## src/rtl/mips_fetch_issue.sv

```systemverilog
// mips_fetch_issue
// Front-end sequencer feeding the main control decoder. Owns the program
// counter, fetches one 32-bit word per instruction from instruction memory
// over a req/ack handshake, then issues it (with its OpCode field) to the
// decoder/datapath over a valid/ready handshake. The decoder's Branch output
// and the ALU Zero flag, sampled on the issue handshake, select the next PC.
//
// Ports:
//   clk, reset              clock, synchronous active-high reset
//   ImemReq/ImemAddr        fetch request and address (address == PC)
//   ImemAck/ImemData        memory response, data valid while ack is high
//   Instr/OpCode/InstrValid registered instruction, its opcode, valid flag
//   InstrReady              downstream accepts the instruction
//   Branch/Zero             next-PC selection, used only on the handshake
//   PC                      current program counter
//   IssueCount              instructions issued since reset (wrapping)
//
// state | meaning
// ------+-------------------------------------------------------------
// IDLE  | after reset; moves to FETCH on the next cycle
// FETCH | ImemReq high at address PC, waiting (unbounded) for ImemAck
// ISSUE | InstrValid high, Instr held until InstrReady; PC updated then
module mips_fetch_issue #(
  parameter logic [31:0] RESET_PC = 32'h0000_0000,
  parameter int          CNT_W    = 16
) (
  input  logic             clk,
  input  logic             reset,
  output logic             ImemReq,
  output logic [31:0]      ImemAddr,
  input  logic             ImemAck,
  input  logic [31:0]      ImemData,
  output logic [31:0]      Instr,
  output logic [5:0]       OpCode,
  output logic             InstrValid,
  input  logic             InstrReady,
  input  logic             Branch,
  input  logic             Zero,
  output logic [31:0]      PC,
  output logic [CNT_W-1:0] IssueCount
);

  typedef enum logic [1:0] {
    IDLE  = 2'd0,
    FETCH = 2'd1,
    ISSUE = 2'd2
  } state_t;

  state_t state, nextState;

  logic [31:0]      pcQ;
  logic [31:0]      instrQ;
  logic [CNT_W-1:0] issueCnt;

  logic        fetchDone;
  logic        issueFire;
  logic        branchTaken;
  logic [31:0] pcPlus4;
  logic [31:0] branchOffset;
  logic [31:0] pcNext;

  // State register
  always_ff @(posedge clk) begin
    if (reset) begin
      state <= IDLE;
    end else begin
      state <= nextState;
    end
  end

  // Next-state logic
  always_comb begin
    nextState = state;
    case (state)
      IDLE:    nextState = FETCH;
      FETCH:   if (ImemAck)    nextState = ISSUE;
      ISSUE:   if (InstrReady) nextState = FETCH;
      default: nextState = IDLE;
    endcase
  end

  // Handshake qualifiers: acks and branch inputs only matter in their state.
  assign fetchDone = (state == FETCH) && ImemAck;
  assign issueFire = (state == ISSUE) && InstrReady;

  // Word offset of the held instruction, sign-extended so backward branches
  // subtract; all PC arithmetic wraps silently modulo 2^32.
  assign branchOffset = {{14{instrQ[15]}}, instrQ[15:0], 2'b00};
  assign pcPlus4      = pcQ + 32'd4;
  assign branchTaken  = Branch && Zero;
  assign pcNext       = branchTaken ? (pcPlus4 + branchOffset) : pcPlus4;

  // Datapath registers
  always_ff @(posedge clk) begin
    if (reset) begin
      pcQ      <= RESET_PC;
      instrQ   <= 32'h0000_0000;
      issueCnt <= '0;
    end else begin
      if (fetchDone) begin
        instrQ <= ImemData;
      end
      if (issueFire) begin
        pcQ      <= pcNext;
        issueCnt <= issueCnt + {{(CNT_W-1){1'b0}}, 1'b1};
      end
    end
  end

  // Handshake outputs decode purely from the state register.
  assign ImemReq    = (state == FETCH);
  assign InstrValid = (state == ISSUE);
  assign ImemAddr   = pcQ;
  assign PC         = pcQ;
  assign Instr      = instrQ;
  assign OpCode     = instrQ[31:26];
  assign IssueCount = issueCnt;

endmodule

```

## config.mk

```make
export PLATFORM = sky130hd
export DESIGN_NAME = mips_fetch_issue
export DESIGN_NICKNAME = d
export VERILOG_FILES = /design/src/rtl/mips_fetch_issue.sv
export SDC_FILE = /design/constraint.sdc
export NUM_CORES = 1
export LEC_CHECK = 0
export ABC_AREA = 1
export CAP_MARGIN = 20
export CORE_MARGIN = 3
export CORE_UTILIZATION = 46
export DETAILED_ROUTE_END_ITERATION = 12
export PLACE_DENSITY = 0.79
export SLEW_MARGIN = 20
export SYNTH_ARGS = -nofsm -noshare
export SYNTH_HDL_FRONTEND = slang
export SYNTH_SLANG_ARGS = --single-unit
export TNS_END_PERCENT = 100
```

## constraint.sdc

```tcl
create_clock -name clk -period 2.4 [get_ports clk]
set_input_delay 0.36 -clock clk [delete_from_list [all_inputs] [get_ports clk]]
set_output_delay 0.36 -clock clk [all_outputs]
set_load 0.1 [all_outputs]
```

==> After elaboration in Yosys (flattened, before gate mapping) <==
Index checks and enable logic that the tools add are counted.
{ "word_totals": {"regBits": 82, "input_bits": 38} }
{ "op_classes": {"n_eq_ne": 4, "muxes": 4, "n_reduce_logical": 5, "add_sub_neg": 3} }
{ "op_table": {"columns": ["cell", "n"], "rows": [
  ["$add A32 B3 Y32 const B", 1],
  ["$add A32 B32 Y32", 1],
  ["$mux W32", 1],
  ["$add A16 B1 Y16 const B", 1],
  ["$pmux W2 S3", 1],
  ["$mux W2", 2],
  ["$ne A2 B1 Y1 const B", 2],
  ["$logic_and A1 B1 Y1", 3],
  ["$eq A2 B1 Y1 const B", 1],
  ["$eq A2 B2 Y1 const B", 1],
  ["$logic_not A2 Y1", 1],
  ["$reduce_and A2 Y1", 1]
]} }

==> Logic depth before layout (Yosys ltp) <==
Gate-level depths: netlist of the first run.
{ "depth": {"word_depth": 3, "depth_mapped": 22, "ltp_nobuf": 22} }

==> Worst setup path before layout of the first run <==
No wires, ideal clock.
{ "synth_timing": {"kind": "register to register", "from": "reg pcQ[2] (netlist: ImemAddr[2])", "to": "reg pcQ[15] (netlist: ImemAddr[15])", "required_time_ns": 2.266, "setup_time_ns": 0.134, "t_arrival_ns": 3.150, "setup_slack_ns": -0.883, "stages_incl_launch_ff": 17, "path_buffers": 0, "path_cell_list": "dfxtp_1 -> ha_1 -> inv_1 -> nor2_4 -> inv_1 -> nor2_2 -> xor2_1 -> ha_1 -> nand2_1 -> inv_1 -> nand2_1 -> nand2_1 -> a21oi_1 -> nand2_1 -> or2_2 -> nand3_1 -> a31oi_1"} }
{ "synth_between": {"elab_chain_cells": 3} }
{ "synth_rtl": {"columns": ["item", "line_no", "rtl"], "rows": [
  ["start, declared", "51", "logic [31:0] pcQ;"],
  ["start signal, assigned", "104", "pcQ <= pcNext;"],
  ["$add A32 B3 Y32 *", "89", "assign pcPlus4 = pcQ + 32'd4;"],
  ["$add A32 B32 Y32", "91", "assign pcNext = branchTaken ? (pcPlus4 + branchOffset) : pcPlus4;"],
  ["$mux W32 *", "91", null]
]} }
Every way passes the cells marked *; elsewhere a longest branch is shown, timed or not.
A chain may end at the register's enable or synchronous reset.

==> Final worst setup path of the first run <==
{ "layout_timing": {"from": "reg pcQ[2] (netlist: ImemAddr[2])", "to": "reg pcQ[23] (netlist: ImemAddr[23])"} }
Same word-level chain as after synthesis.

==> flow_summary.toml, run 1 <==
[grt]
grt_max_degree = 61
global_route.peak_usage_layer = "met2"
grt_pass1_wl_mm = 37.6
first_global_vias = 7764
grt_util_all_layers_pct = 29.0
antenna_found_initial = 0
met1_usage_pct = 34.0
overflow = 0
met2_usage_pct = 51.3
grt.met3_usage_pct = 5.18

[yosys]
ys_seq_area_share_pct = 24.1
synth_flop_cell = "dfxtp_1"
yosys_warnings = 0
ys_top_cells_by_area = "dfxtp_1 (24%), nand2_1 (19%), inv_1 (8.4%), nand3_1 (7.9%), ha_1 (7.1%)"
synth_cells = 1110
netlist_area_mm2 = 0.00666
yosysMostFrequentCell = "nand2_1"
synth_edf_count = 0
synth_area_leader_cell = "dfxtp_1"
synthTopCellsByCount = "nand2_1 (333), inv_1 (149), nand3_1 (105)"
async_flop_share_pct = 0
postSynthAreaPerCell_um2 = 6.00
synth_cell_types = 41
ys_seq_elements = 80
yosys.area.top_type_share_pct = 24.1

[detailed_routing]
drc = 0
drt-initial-drc-count = 824
drtAntennaViolNets = 0
first_pass_iters = 7
wirelength_mm = 26.3
routed_via_density = 5.49
vias = 8598
routedWlPerCell_um = 16.8

[timing]
period_share_pct = 120
tightest_slew_ns = 0.553
setup_viol = 23
slew_viol_final = 0
finalHoldViolations = 0
fin_crit_ns = 2.87
rsz0062_at_grt = "yes"
skew_ns = 0.0117
max_freq_mhz = 349
max_slew_margin_pct = 63.0
setup_slack_ns = -0.468
setup_tns_ns = -6.59

[die]
ios = 158
fp.dieW_um = 126
start_util_pct = 47.4
die-area_mm2 = 0.0159
core-area_mm2 = 0.0140
die_h_um = 126
fp-row-count = 43

[pwr]
power.total_w = 0.00424
vdd_ir_drop_max_v = 0.000487
power.density_mw_per_mm2 = 397
cellLeakagePower_nw = 5.20

[critical_path]
r2r-end = "ImemAddr[23]"
cp.required_ns = 2.69
ff2ff_setup_slack_ns = -0.47
crit_slowest_cell = "dfxtp_4"
cpLargestDelayFamily = "simple AND/OR/NAND/NOR gates"
crit_path_end_kind = "register"
crit_path_cell_trace = "ha_4, inv_2, nor2_4, buf_6, inv_2, nor2_4, xor2_4, ha_4, nand2_4, buf_4, nor3_1, nand2_1, nand2_2, nand3_2, nand3_1, nand3_2, a21oi_2"
crit_buf_inv = 4
startpoint_type = "register"
path_class = "register to register"
max_stage_delay_ns = 0.40
rr_startpoint = "ImemAddr[2]"
crit_fanout = 5
reg2reg_depth = 17
arrival_ns = 3.16

[layout]
nFillCells = 1013
instances_no_fill = 1565
fin_util_pct = 76.0
multiInputGateArea_mm2 = 0.00520
register_area_mm2 = 0.00171
diodes = 0
area_delta_synth_final_pct = 60.3
final_net_count = 1457
drive_gt1_share_pct = 40.5

[status]
violations = "setup timing"
status = "finished with violations"

[place]
place_hpwl_mm = 17.6
place_congestion = 0.958
portBuffers = 153
dp.cells = 1518

[clock_tree]
clk_pin_slew_ns = 0.07
clock-sinks = 80
cts_hold_buf = 0
cts_tree = "done"
clock_latency_ns = 0.36
clock_path_buffers = 2
cts-buffers-inserted = 9
h-tree-depth = 3
cts-root-buf = "clkbuf_16"

[min_path]
hold_path_end = "Instr[17]"
hold_path_class = "register to register"
hp-start = "Instr[17]"
min_path_cells = 2

[flow_run]
drv_cap = 0
## final cells by class
type | count | share of cell area (%)
clock buffers | 9 | 2.11
clock inverters | 7 | 0.938
well taps | 180 | 2.11
multi-input cells | 810 | 48.7
repair buffers | 328 | 24.8
inverters | 151 | 5.34
flip-flops and latches | 80 | 16.0
## worst max-delay path by stage
stage               cells after the start  slack [ns]          from      endpoint
global route                           17       -0.52   ImemAddr[3]  ImemAddr[23]
detailed placement                     13       -0.49   ImemAddr[3]  ImemAddr[21]
floorplan                              18       -0.12   ImemAddr[3]  ImemAddr[28]
CTS                                    16       -0.23  ImemAddr[10]  ImemAddr[21]
finish                                 17       -0.47   ImemAddr[2]  ImemAddr[23]
global placement                       15       -0.48   ImemAddr[4]  ImemAddr[21]
## cells in the final DEF, fill, tap and decap left out, drive strengths merged
| master | synthesis | layout |
|---|---|---|
| nand2 | 337 | 337 |
| buf | 46 | 291 |
| inv | 150 | 154 |
| nand3 | 106 | 106 |
| nor2 | 91 | 91 |
| a21oi | 90 | 90 |
| dfxtp | 80 | 80 |
| o21ai | 52 | 52 |
| ha | 38 | 38 |
| clkdlybuf4s50 | 0 | 37 |
| xor2 | 15 | 15 |
| nand4 | 13 | 13 |
| a31oi | 13 | 13 |
| nor3 | 10 | 10 |
| clkbuf | 26 | 9 |
| nand3b | 8 | 8 |
| a21o | 5 | 5 |
| or2 | 5 | 5 |
| o21bai | 5 | 5 |
| and2 | 4 | 4 |
| conb | 1 | 4 |
| xnor2 | 4 | 4 |
| o211ai | 2 | 2 |
| o21a | 2 | 2 |
| bufinv | 0 | 2 |
| clkinv | 1 | 2 |
| o221ai | 1 | 1 |
| and3 | 1 | 1 |
| nor4 | 1 | 1 |
| a211oi | 1 | 1 |
| nor3b | 1 | 1 |
| fa | 1 | 1 |
## cells by family after synthesis
group | Yosys count | synth area share, %
AOI/OAI and AO/OA | 171 | 13.7
xor gates and xnor gates | 19 | 2.50
adders and majority gates | 39 | 7.44
buffers and inverters | 223 | 14.9
DFF | 80 | 24.1
other | 1 | 0.0563
and+or+nand+nor | 577 | 37.3
## stage by stage
step | cell area (µm²) | hold WS (ns) | setup slack [ns]
after global placement | 9160 | 0.448 | -0.483
after floorplan | 7000 | 0.510 | -0.119
after global routing | 10700 | 0.478 | -0.517
after CTS | 9980 | 0.466 | -0.234
after detailed placement | 9160 | 0.455 | -0.495
final | 10700 | 0.466 | -0.468
## worst reg2reg max path, stage by stage (launching register included)
cell     delay (ns)
dfxtp_4        0.40
ha_4           0.15
inv_2          0.04
nor2_4         0.18
buf_6          0.13
inv_2          0.04
nor2_4         0.19
xor2_4         0.14
ha_4           0.34
nand2_4        0.08
buf_4          0.14
nor3_1         0.26
nand2_1        0.13
nand2_2        0.15
nand3_2        0.11
nand3_1        0.10
nand3_2        0.10
a21oi_2        0.14
## where the power goes
part           internal [W]  leakage (nW)  switching (W)  total, W
Clock              0.000927         0.163       0.000657   0.00158
Combinational      0.000394          4.36       0.000851   0.00124
Sequential          0.00135         0.672      0.0000580   0.00141
## sequential cells by signal, summed over array words and instances, names as in the netlist
name	count
ImemAddr	30
state	2
IssueCount	16
Instr	32
## what timing repair did
action | CTS | global route
setup endpoints to repair | 24 | 25
pin swaps | 48 | 79
cloned | 0 | 0
resized for setup | 92 | 128
buffers inserted | 14 | 19
## per-layer routing
layer,vias to the layer above,part of all wire (%)
met5,-,0
met4,0,5.3
met3,103,7.9
met2,449,49
met1,3952,38
li1,4094,-
(Power assumes the default switching activity.)
==> inputs of run 2 (changes only) <==
Settings changed: CORE_MARGIN 3 to 2, RECOVER_POWER set to 50, SLEW_MARGIN 20 to not set.
==> run 2 against run 1 <==
Combinational power is essentially flat. Sequential power is essentially flat. The flow still finishes with violations (setup timing). First-iteration DRC count grew 5.6%. Core utilization shrank 0.72 points. Via count grew 0.92%. Wire length grew 4.0%. Register-to-register slack is essentially flat. Power shrank 6.4%. Critical path type unchanged. Cell count shrank 0.70%. Hold slack lost 0.0023 ns. Critical path depth shrank 1.
==> flow_summary.toml, run 2 (synthesized netlist as in run 1, its figures left out) <==
[status]
status = "finished with violations"
violations = "setup timing"

[timing]
finalHoldViolations = 0
slew_viol_final = 0
fin_crit_ns = 2.87
setup_slack_ns = -0.473
setup_viol = 22
max_freq_mhz = 348
period_share_pct = 120
max_slew_margin_pct = 20.5
hold_slack_ns = 0.464
rsz0062_at_grt = "yes"
tightest_slew_ns = 1.20
skew_ns = 0.00747

[critical_path]
crit_slowest_cell = "dfxtp_4"
cpLargestDelayFamily = "simple AND/OR/NAND/NOR gates"
crit_buf_inv = 2
cpMostUsedCell = "nand2_1"
cp.required_ns = 2.67
crit_fanout = 5
arrival_ns = 3.14
ff2ff_setup_slack_ns = -0.47
path_class = "register to register"
rr_startpoint = "ImemAddr[3]"
crit_path_end_kind = "register"
reg2reg_depth = 16
r2r-end = "ImemAddr[18]"
crit_path_cell_trace = "nand2_4, nor2_8, nand2_4, xnor2_2, ha_1, nand2_1, inv_1, nand2_1, nand3_1, inv_1, nand2_1, nand2_1, nand2_1, xor2_1, nand2_1, a21oi_1"
startpoint_type = "register"
max_stage_delay_ns = 0.40

[detailed_routing]
drtAntennaViolNets = 0
first_pass_iters = 8
wirelength_mm = 27.3
drt-initial-drc-count = 870
vias = 8677
drc = 0
routedWlPerCell_um = 17.6
routed_via_density = 5.58

[die]
fp-row-count = 43
ios = 158
core-area_mm2 = 0.0140
die_h_um = 124
start_util_pct = 47.6
die-area_mm2 = 0.0154
fp.dieW_um = 124

[clock_tree]
h-tree-depth = 3
cts-root-buf = "clkbuf_16"
clock-sinks = 80
cts-buffers-inserted = 9
cts_hold_buf = 0
clock_path_buffers = 2
clock_latency_ns = 0.35
cts_tree = "done"
clk_pin_slew_ns = 0.06

[layout]
final_common_cell = "nand2_1"
diodes = 0
final_net_count = 1446
final_cell_mix = "nand2_1 (261), buf_4 (205), inv_1 (124), nand3_1 (87), a21oi_1 (66)"
drive_gt1_share_pct = 37.9
area_delta_synth_final_pct = 58.1
fin_area_mm2 = 0.0105
register_area_mm2 = 0.00171
instances_no_fill = 1554
nFillCells = 1050
largest_reg_flops = 32
multiInputGateArea_mm2 = 0.00542
fin_util_pct = 75.3

[place]
placed_cell_area_mm2 = 0.00910
place_congestion = 0.949
portBuffers = 153
place_hpwl_mm = 17.5
dp.cells = 1508

[pwr]
cellLeakagePower_nw = 4.95
vdd_ir_drop_max_v = 0.000431
power.density_mw_per_mm2 = 377

[grt]
antenna_found_initial = 0
grt_max_degree = 61
grt.met3_usage_pct = 5.93
met2_usage_pct = 49.7
grt_util_all_layers_pct = 29.8
grt_pass1_wl_mm = 38.0
global_route.peak_usage_layer = "met2"
met1_usage_pct = 35.0
overflow = 0
first_global_vias = 8015

[min_path]
hold_path_class = "register to register"
hold_path_end = "Instr[25]"
hp-start = "Instr[25]"
min_path_cells = 2

[flow_run]
drv_cap = 0
[run 2: changes by cell type in the layout (fill, tap and decap cells not counted), moves of 5 or more]
cell and change:
a21oi_4 +6, buf_4 -72, clkbuf_1 +63, inv_1 -7, nand2_1 -8, nand2_2 +6
nor2_1 -5
[run 2: cell type report]
| cell class | instances | area share [%] |
|---|---|---|
| inverter | 151 | 5.50 |
| clock buffer | 12 | 2.25 |
| tap | 180 | 2.14 |
| sequential | 80 | 16.2 |
| multi-input combinational | 810 | 51.4 |
| clock inverter | 4 | 0.273 |
| timing repair buffer | 317 | 22.2 |
[run 2: how the worst max path moves through the flow]
stage,cells after the start,startpoint,to
global route,16,ImemAddr[3],ImemAddr[18]
finish,16,ImemAddr[3],ImemAddr[18]
detailed placement,16,ImemAddr[10],ImemAddr[15]
floorplan,18,ImemAddr[3],ImemAddr[28]
CTS,18,ImemAddr[12],ImemAddr[28]
global placement,16,ImemAddr[11],ImemAddr[15]
[run 2: metal layers]
metal | up-vias | routed length [µm]
li1 | 4042 | -
met1 | 3982 | 10100
met2 | 509 | 12900
met3 | 144 | 2350
met4 | 0 | 1990
met5 | - | 0
[run 2: per-stage QoR]
stage / power [W] / setup slack [ns] / setup TNS, ns
after detailed placement: 0.00256 / -0.443 / -5.78
final: 0.00397 / -0.473 / -5.87
after global placement: 0.00255 / -0.379 / -4.46
after global routing: 0.00408 / -0.634 / -7.98
after floorplan: 0.00222 / -0.119 / -0.642
after CTS: 0.00390 / -0.157 / -1.95
[run 2: worst register-to-register path: cells and delay by family (launching register included)]
family	cells	cell delay [ns]
compound gates	1	0.15
fa+ha+maj	1	0.34
xor+xnor	2	0.61
simple gates	10	1.16
flops	1	0.40
buf+inv	2	0.14
[run 2: report_power, final]
| group | switching [W] | internal (W) | leakage, nW |
|---|---|---|---|
| sequential | 0.0000639 | 0.00135 | 0.672 |
| clock | 0.000591 | 0.000705 | 0.128 |
| combinational | 0.000871 | 0.000383 | 4.15 |
[run 2: what timing repair did]
action,4_1_cts,5_1_grt
pin swaps,50,86
endpoints found under the setup margin,23,24
resized for setup,99,169
setup buffers,13,17
